### src/rtl/uart_tx_cfg.sv
// UART transmitter with per-frame configuration latch, parity, 1/2 stop bits
// and line-break generation. Pops words from a show-ahead FIFO and shifts
// them out LSB-first with back-to-back framing.
module uart_tx_cfg #(
    parameter int unsigned DIV_W    = 24,
    parameter logic        IDLE_LVL = 1'b1
) (
    input  logic             clk,
    input  logic             rst,
    input  logic             clr_n,
    input  logic [DIV_W-1:0] ckdiv,
    input  logic [3:0]       dlen,
    input  logic [2:0]       parity,
    input  logic             stop2b,
    input  logic             brk,
    output logic             txbusy,
    output logic             tx_done,
    output logic             tf_read,
    input  logic [8:0]       tf_rbyte,
    input  logic             tf_empty,
    output logic             uart_txd
);

    localparam int unsigned DW = 9;
    localparam int unsigned CW = 4;

    typedef enum logic [2:0] {
        S_IDLE,
        S_START,
        S_DATA,
        S_PAR,
        S_STOP,
        S_BREAK
    } state_t;

    state_t           state_q, state_d;
    logic [DIV_W-1:0] div_q, div_d;
    logic [DIV_W-1:0] ckdiv_q, ckdiv_d;
    logic [DW-1:0]    shreg_q, shreg_d;
    logic [CW-1:0]    bit_cnt_q, bit_cnt_d;
    logic [CW-1:0]    cnt_init_q, cnt_init_d;
    logic             stop_cnt_q, stop_cnt_d;
    logic             stop2b_q, stop2b_d;
    logic             par_en_q, par_en_d;
    logic             par_bit_q, par_bit_d;
    logic             brk_frame_q, brk_frame_d;
    logic             txd_d;
    logic             tf_read_d;
    logic             tx_done_d;

    logic             soft_rst;
    logic             tick;
    logic [CW-1:0]    dlen_eff;
    logic [DW-1:0]    data_mask;
    logic             data_par;
    logic             par_en_c;
    logic             par_bit_c;
    logic             do_pop;
    logic             do_brk;

    assign soft_rst = rst | ~clr_n;
    assign tick     = (div_q == '0);
    assign txbusy   = ~((state_q == S_IDLE) & tf_empty & ~brk);

    // Clamp the requested data length into the supported 5..9 range
    always_comb begin
        dlen_eff = dlen;
        if (dlen < CW'(5)) begin
            dlen_eff = CW'(5);
        end else if (dlen > CW'(9)) begin
            dlen_eff = CW'(9);
        end
    end

    // Parity of the head word over the active data bits only
    always_comb begin
        data_mask = DW'((10'd1 << dlen_eff) - 10'd1);
        data_par  = ^(tf_rbyte & data_mask);
        par_en_c  = (parity >= 3'd1) && (parity <= 3'd4);
        case (parity)
            3'd1:    par_bit_c = ~data_par;
            3'd2:    par_bit_c = data_par;
            3'd3:    par_bit_c = 1'b1;
            default: par_bit_c = 1'b0;
        endcase
    end

    // Next-state, datapath and output decode
    always_comb begin
        state_d     = state_q;
        div_d       = div_q;
        ckdiv_d     = ckdiv_q;
        shreg_d     = shreg_q;
        bit_cnt_d   = bit_cnt_q;
        cnt_init_d  = cnt_init_q;
        stop_cnt_d  = stop_cnt_q;
        stop2b_d    = stop2b_q;
        par_en_d    = par_en_q;
        par_bit_d   = par_bit_q;
        brk_frame_d = brk_frame_q;
        txd_d       = uart_txd;
        tf_read_d   = 1'b0;
        tx_done_d   = 1'b0;
        do_pop      = 1'b0;
        do_brk      = 1'b0;

        // bit-period divider runs whenever a frame or break is in progress
        if (state_q != S_IDLE) begin
            div_d = tick ? ckdiv_q : (div_q - DIV_W'(1));
        end

        case (state_q)
            S_IDLE: begin
                if (brk) begin
                    do_brk = 1'b1;
                end else if (!tf_empty) begin
                    do_pop = 1'b1;
                end
            end
            S_START: begin
                if (tick) begin
                    state_d   = S_DATA;
                    txd_d     = shreg_q[0];
                    shreg_d   = shreg_q >> 1;
                    bit_cnt_d = cnt_init_q;
                end
            end
            S_DATA: begin
                if (tick) begin
                    if (bit_cnt_q != '0) begin
                        txd_d     = shreg_q[0];
                        shreg_d   = shreg_q >> 1;
                        bit_cnt_d = bit_cnt_q - CW'(1);
                    end else if (par_en_q) begin
                        state_d = S_PAR;
                        txd_d   = par_bit_q;
                    end else begin
                        state_d    = S_STOP;
                        txd_d      = IDLE_LVL;
                        stop_cnt_d = stop2b_q;
                    end
                end
            end
            S_PAR: begin
                if (tick) begin
                    state_d    = S_STOP;
                    txd_d      = IDLE_LVL;
                    stop_cnt_d = stop2b_q;
                end
            end
            S_STOP: begin
                if (tick) begin
                    if (stop_cnt_q) begin
                        stop_cnt_d = 1'b0;
                    end else begin
                        tx_done_d = ~brk_frame_q;
                        if (brk) begin
                            do_brk = 1'b1;
                        end else if (!tf_empty) begin
                            do_pop = 1'b1;
                        end else begin
                            state_d = S_IDLE;
                            div_d   = '0;
                        end
                    end
                end
            end
            S_BREAK: begin
                txd_d = ~IDLE_LVL;
                if (tick && !brk) begin
                    state_d    = S_STOP;
                    txd_d      = IDLE_LVL;
                    stop_cnt_d = 1'b0;
                end
            end
            default: begin
                state_d = S_IDLE;
                txd_d   = IDLE_LVL;
                div_d   = '0;
            end
        endcase

        // frame start: pop the head word and latch this frame's configuration
        if (do_pop) begin
            state_d     = S_START;
            txd_d       = ~IDLE_LVL;
            shreg_d     = tf_rbyte;
            tf_read_d   = 1'b1;
            ckdiv_d     = ckdiv;
            div_d       = ckdiv;
            cnt_init_d  = dlen_eff - CW'(1);
            stop2b_d    = stop2b;
            par_en_d    = par_en_c;
            par_bit_d   = par_bit_c;
            brk_frame_d = 1'b0;
        end

        // break start: hold the line at the active level, no FIFO access
        if (do_brk) begin
            state_d     = S_BREAK;
            txd_d       = ~IDLE_LVL;
            ckdiv_d     = ckdiv;
            div_d       = ckdiv;
            brk_frame_d = 1'b1;
        end
    end

    // State and output registers with synchronous reset / soft clear
    always_ff @(posedge clk) begin
        if (soft_rst) begin
            state_q     <= S_IDLE;
            div_q       <= '0;
            ckdiv_q     <= '0;
            shreg_q     <= '0;
            bit_cnt_q   <= '0;
            cnt_init_q  <= '0;
            stop_cnt_q  <= 1'b0;
            stop2b_q    <= 1'b0;
            par_en_q    <= 1'b0;
            par_bit_q   <= 1'b0;
            brk_frame_q <= 1'b0;
            uart_txd    <= IDLE_LVL;
            tf_read     <= 1'b0;
            tx_done     <= 1'b0;
        end else begin
            state_q     <= state_d;
            div_q       <= div_d;
            ckdiv_q     <= ckdiv_d;
            shreg_q     <= shreg_d;
            bit_cnt_q   <= bit_cnt_d;
            cnt_init_q  <= cnt_init_d;
            stop_cnt_q  <= stop_cnt_d;
            stop2b_q    <= stop2b_d;
            par_en_q    <= par_en_d;
            par_bit_q   <= par_bit_d;
            brk_frame_q <= brk_frame_d;
            uart_txd    <= txd_d;
            tf_read     <= tf_read_d;
            tx_done     <= tx_done_d;
        end
    end

endmodule

### config.mk
export PLATFORM = sky130hd
export DESIGN_NAME = uart_tx_cfg
export DESIGN_NICKNAME = d
export VERILOG_FILES = /design/src/rtl/uart_tx_cfg.sv
export SDC_FILE = /design/constraint.sdc
export NUM_CORES = 1
export LEC_CHECK = 0
export BUFFER_PORTS_ARGS = -buffer_cell sky130_fd_sc_hd__buf_2
export CORE_UTILIZATION = 58
export DETAILED_ROUTE_END_ITERATION = 6
export PLACE_DENSITY = 0.8
export SLEW_MARGIN = 20
export SYNTH_ARGS = -nofsm -noshare
export SYNTH_HDL_FRONTEND = slang
export SYNTH_SLANG_ARGS = --single-unit
### constraint.sdc
create_clock -name clk -period 4.05 [get_ports clk]
set_clock_uncertainty 0.05 [all_clocks]
set_input_delay 0.81 -clock clk [delete_from_list [all_inputs] [get_ports clk]]
set_output_delay 0.81 -clock clk [all_outputs]
set_load 0.01 [all_outputs]
After elaboration in Yosys (flattened, before gate mapping)

Index checks and enable logic that the tools add are counted.
Widths: inputs -> output; s select.

Output and inout bits: 4
Flip-flop bits (word level): 76
Input bits: 46
Logic and storage cells: 155

Order comparisons: 4
$add $sub $neg: 4
Reduce and logical (&&, ||, !) cells: 22
Shifts and indexed selects: 1
Bitwise gates (word level): 12
Equality and inequality tests: 33
Mux-type cells: 64

Operators with widths:

| kind                  | count |
|---|---|
| $mux 24               | 10 |
| $pmux 24 s2           | 1 |
| $mux 3                | 12 |
| $mux 9                | 4 |
| $ne 4x4->1 const B    | 9 |
| $logic_not 24->1      | 1 |
| $mux 1                | 24 |
| $sub 24x1->24 const B | 1 |
| $ne 2x2->1 const B    | 11 |
| $mux 4                | 5 |
| $reduce_and 10->1     | 2 |
| $pmux 3 s6            | 1 |
| $pmux 9 s2            | 1 |
| $eq 3x2->1 const B    | 4 |
| $ne 3x3->1 const B    | 4 |
| $reduce_and 4->1      | 3 |
| $and 9x9->9           | 1 |
| $reduce_xor 9->1      | 1 |
| $shl 1x4->9 const A   | 1 |
| $sub 9x1->9 const B   | 1 |
| $not 1->1             | 8 |
| $pmux 4 s2            | 1 |
| $reduce_bool 4->1     | 2 |
| $sub 4x1->4 const B   | 2 |
| 23 further kinds      | 30 |

Logic depth before layout (Yosys ltp)

Depth in word-level cells: 10
Gate-level depth with buffers: 12
Mapped depth without buffers: 11

Least setup slack after synthesis

Ideal clock, no wire load.

Path type: input to register
Start point: input dlen[3]
End point: register par_bit_q
Cell stages on the path: 12
Path slack: 0.756 ns
Required time: 3.899 ns
Path buffers: 1
Data arrival time: 3.143 ns
Path through: clkbuf_1 or3b_2 a21oi_1 inv_1 ha_1 or3b_2 a21oi_1 nor3_1 xnor2_1 xnor2_1 mux2i_1 o41ai_1

Longest elaborated chain between the ends: 9

RTL lines:

| what                 | RTL line | text |
|---|---|---|
| start, declared      | 12       | `input logic [3:0] dlen,` |
| $gt 4x4->1           | 70       | `end else if (dlen > CW'(9)) begin` |
| $mux 4               | 70       |  |
| $mux 4 *             | 68       | `if (dlen < CW'(5)) begin` |
| $shl 1x4->9 *        | 77       | `data_mask = DW'((10'd1 << dlen_eff) - 10'd1);` |
| $sub 9x1->9 *        | 77       |  |
| $and 9x9->9 *        | 78       | `data_par = ^(tf_rbyte & data_mask);` |
| $reduce_xor 9->1 *   | 78       |  |
| $not 1->1            | 81       | `3'd1: par_bit_c = ~data_par;` |
| $pmux 1 s3 *         | 80       | `case (parity)` |
| end signal, assigned | 235      | `par_bit_q <= par_bit_d;` |
| end, declared        | 45       | `logic par_bit_q, par_bit_d;` |

Mark *: on every way between the ends. The rest lies on a longest branch, timed or not.
A chain may end at the register's enable or synchronous reset.

Worst setup path after layout

Start point: register div_q[0]
End point: register state_q[1]

Longest elaborated chain between the ends: 4

RTL lines:

| what                                                           | RTL line | text |
|---|---|---|
| start, declared                                                | 37       | `logic [DIV_W-1:0] div_q, div_d;` |
| start signal, assigned                                         | 227      | `div_q <= div_d;` |
| $logic_not 24->1 *                                             | 62       | `assign tick = (div_q == '0);` |
| $logic_and 1x1->1 or $mux 1 (tied branches)                    | 170, 152 |  |
| $ne 2x2->1 (no line) or $pmux 1 s2 (tied branches)             | n/a      |  |
| $reduce_and 10->1 (no line) or $reduce_or 3->1 (tied branches) | n/a      |  |
| end signal, assigned                                           | 226      | `state_q <= state_d;` |
| end, declared                                                  | 36       | `state_t state_q, state_d;` |

Marks and branches as above.

==> qor.yml <==
status: "finished, final reports clean"
slew_headroom: 0.304
yosysTopAreaCell: "dfxtp_1"
dp_hpwl_microns: 6490
power.leakage_uw: 0.00177
r2r-end: "state_q[1]$_SDFFE_PP0P_"
synth_area_leaders: "dfxtp_1, nand2_1, a21oi_1, o21ai_0, nor2_1"
die-area_sq_um: 7500
vdd_ir_drop_max_mv: 0.340
layout.nets: 646
synth_edf_count: 0
startpoint_type: "flip-flop"
wl_microns: 9960
grt.met1_usage: 0.362
grtUsageTotal: 0.284
die_x_microns: 86.6
hold_buffers: 0
grt_start_max_net_pins: 53
clockBufferDepth: 2
gp_congestion: 0.877
cp.arrival_ns: 3.39
power_density_nw_per_um2: 457
drt_first_pass_iters: 5
wire_per_inst_microns: 14.3
grt_pass1_vias: 3614
htreeDepth: 3
synth_common_cells: "nand2_1, a21oi_1, dfxtp_1"
hold_class: "reg -> reg"
grt_busiest_layer: "met2"
fin_ws_ns: 0.856
cp-startpoint: "div_q[0]$_SDFF_PP0_"
drv_cap: 0
synthMostInstantiatedCell: "nand2_1"
drt_iter0_drc: 233
r2r-start: "div_q[0]$_SDFF_PP0_"
drc: 0
start_util: 0.604
clkSinkCount: 76
overflow: 0
cts-root-buf: "clkbuf_8"
io_pins: 50
ys_types: 60
postSynthCellCount: 561
yosysTopAreaCellShare: 0.367
via_count: 4012
globalRouteMet2Util: 0.477
setup.worst_path.end: "state_q[1]$_SDFFE_PP0P_"
critPathMaxFanout: 25
layout-drive-gt1-share: 0.156
ant_nets: 0
grt_antenna_before_repair: 0
synthFlopType: "dfxtp_1"
viasPerCell: 5.78
clk_pin_slew_ns: 0.08
fin_setup_tns_ns: 0
critical_path_class: "reg -> reg"
yosysSeqAreaShare: 0.367
yosysWarnings: 0
fmaxAchievable_ghz: 0.313
syn_to_final_growth_pct: 12.2
postCtsSetupRepairBufs: 0
cts_buffers: 9
die_y_microns: 86.6
finalSetupViolations: 0
end_kind: "flip-flop"
grt_pass1_wl_microns: 16600
syn_area_sq_um: 4150
fin_crit_sh: 0.789
grt_util_met3: 0.0648
yosys_register_bits: 76
clk_latency_ns: 0.36
r2r.worst_path.cells: 8
dp_slack_ns: 0.508
antennaDiodeCount: 0
maxSlewViolCount: 0
cp.required_ns: 4.24
hold_viol_final: 0
num_rows: 30
cts_tree: "done"
syn_avg_cell_area_sq_um: 7.40
rsz0062_at_grt: "false"
async_flop_share: 0
cts_resized: 0
post-route-min-period_ns: 3.19
r2r_setup_slack_ns: 0.86
core_area_sq_um: 6870
worst_pin_slew_ns: 1.04
io_buffers: 49
-- worst min-delay path by stage --
stage                         endpoint  cells after the start                      from
floorplan           tx_done$_SDFF_PP0_                      1  brk_frame_q$_SDFFE_PP0N_
global placement    tx_done$_SDFF_PP0_                      1  brk_frame_q$_SDFFE_PP0N_
detailed placement  tx_done$_SDFF_PP0_                      1  brk_frame_q$_SDFFE_PP0N_
CTS                 tx_done$_SDFF_PP0_                      1  brk_frame_q$_SDFFE_PP0N_
global route        tx_done$_SDFF_PP0_                      1  brk_frame_q$_SDFFE_PP0N_
finish              tx_done$_SDFF_PP0_                      1  brk_frame_q$_SDFFE_PP0N_
-- state kept, by name, summed over array words and instances (netlist names), 3 cells and up --
signal,flops
shreg_q,9
state_q,3
cnt_init_q,4
bit_cnt_q,4
div_q,24
ckdiv_q,24
-- power breakdown --
part | leakage, uW | switching, uW | internal [uW]
Combinational | 0.00102 | 340 | 185
Sequential | 0.000619 | 40.8 | 785
Clock | 0.000137 | 288 | 489
-- logic make-up after synthesis --
| group | count (synthesis) | synth area share |
|---|---|---|
| flip-flops | 76 | 0.367 |
| multiplexers | 7 | 0.0175 |
| adder cells (fa/ha/maj) | 7 | 0.0211 |
| AO/OA/AOI/OAI | 166 | 0.236 |
| XOR/XNOR | 10 | 0.0211 |
| AND/OR/NAND/NOR | 247 | 0.284 |
| other | 1 | 0.000904 |
| buffers and inverters | 47 | 0.0534 |
-- layout make-up --
class | instances | area [sq um]
clock inverters | 6 | 134
well taps | 96 | 120
fillers | 612 | 2210
inverters | 13 | 48.8
flip-flops and latches | 76 | 1520
repair buffers | 54 | 283
clock buffers | 10 | 138
multi-input cells | 439 | 2410
-- layer usage --
metal	up-vias	wire length, microns
met5	-	0
met4	0	115
met3	14	528
met2	117	4670
met1	1855	4650
li1	2026	-
-- metrics by stage --
| step | total power [uW] | instances | area (sq um) | hold slack, ns | util |
|---|---|---|---|---|---|
| finish | 2130 | 694 | 4660 | 0.385 | 0.678 |
| global route | 2230 | 694 | 4660 | 0.406 | 0.678 |
| CTS | 2130 | 694 | 4660 | 0.398 | 0.678 |
| detailed placement | 1360 | 678 | 4390 | 0.369 | 0.639 |
| global placement | 1340 | 678 | 4390 | 0.359 | 0.639 |
| floorplan | 1240 | 562 | 4150 | 0.340 | - |
-- cell usage in the layout, fill, tap and decap left out, types with 4 or more instances in the layout --
master,n
nand2_1,123
a21oi_1,84
dfxtp_1,76
buf_2,49
nor2_1,42
o21ai_0,35
nor3_1,14
inv_1,13
nand3_1,12
nand2b_1,10
a22oi_1,10
o211ai_1,10
clkbuf_8,10
xnor2_1,9
ha_1,7
nor2b_1,5
mux2i_1,5
buf_4,5
nor4_2,4
and3_1,4
nor4_1,4
bufinv_16,4
-- worst max-delay path, stage by stage, from the launching register on --
cell,delay [ns]
dfxtp_1,0.34
inv_1,0.08
ha_1,0.23
nor4b_1,0.50
nand4_1,0.31
o31ai_2,0.33
and2_1,0.21
nand2_1,0.57
and3_1,0.45
No activity file was read; power rests on OpenSTA's default activity.
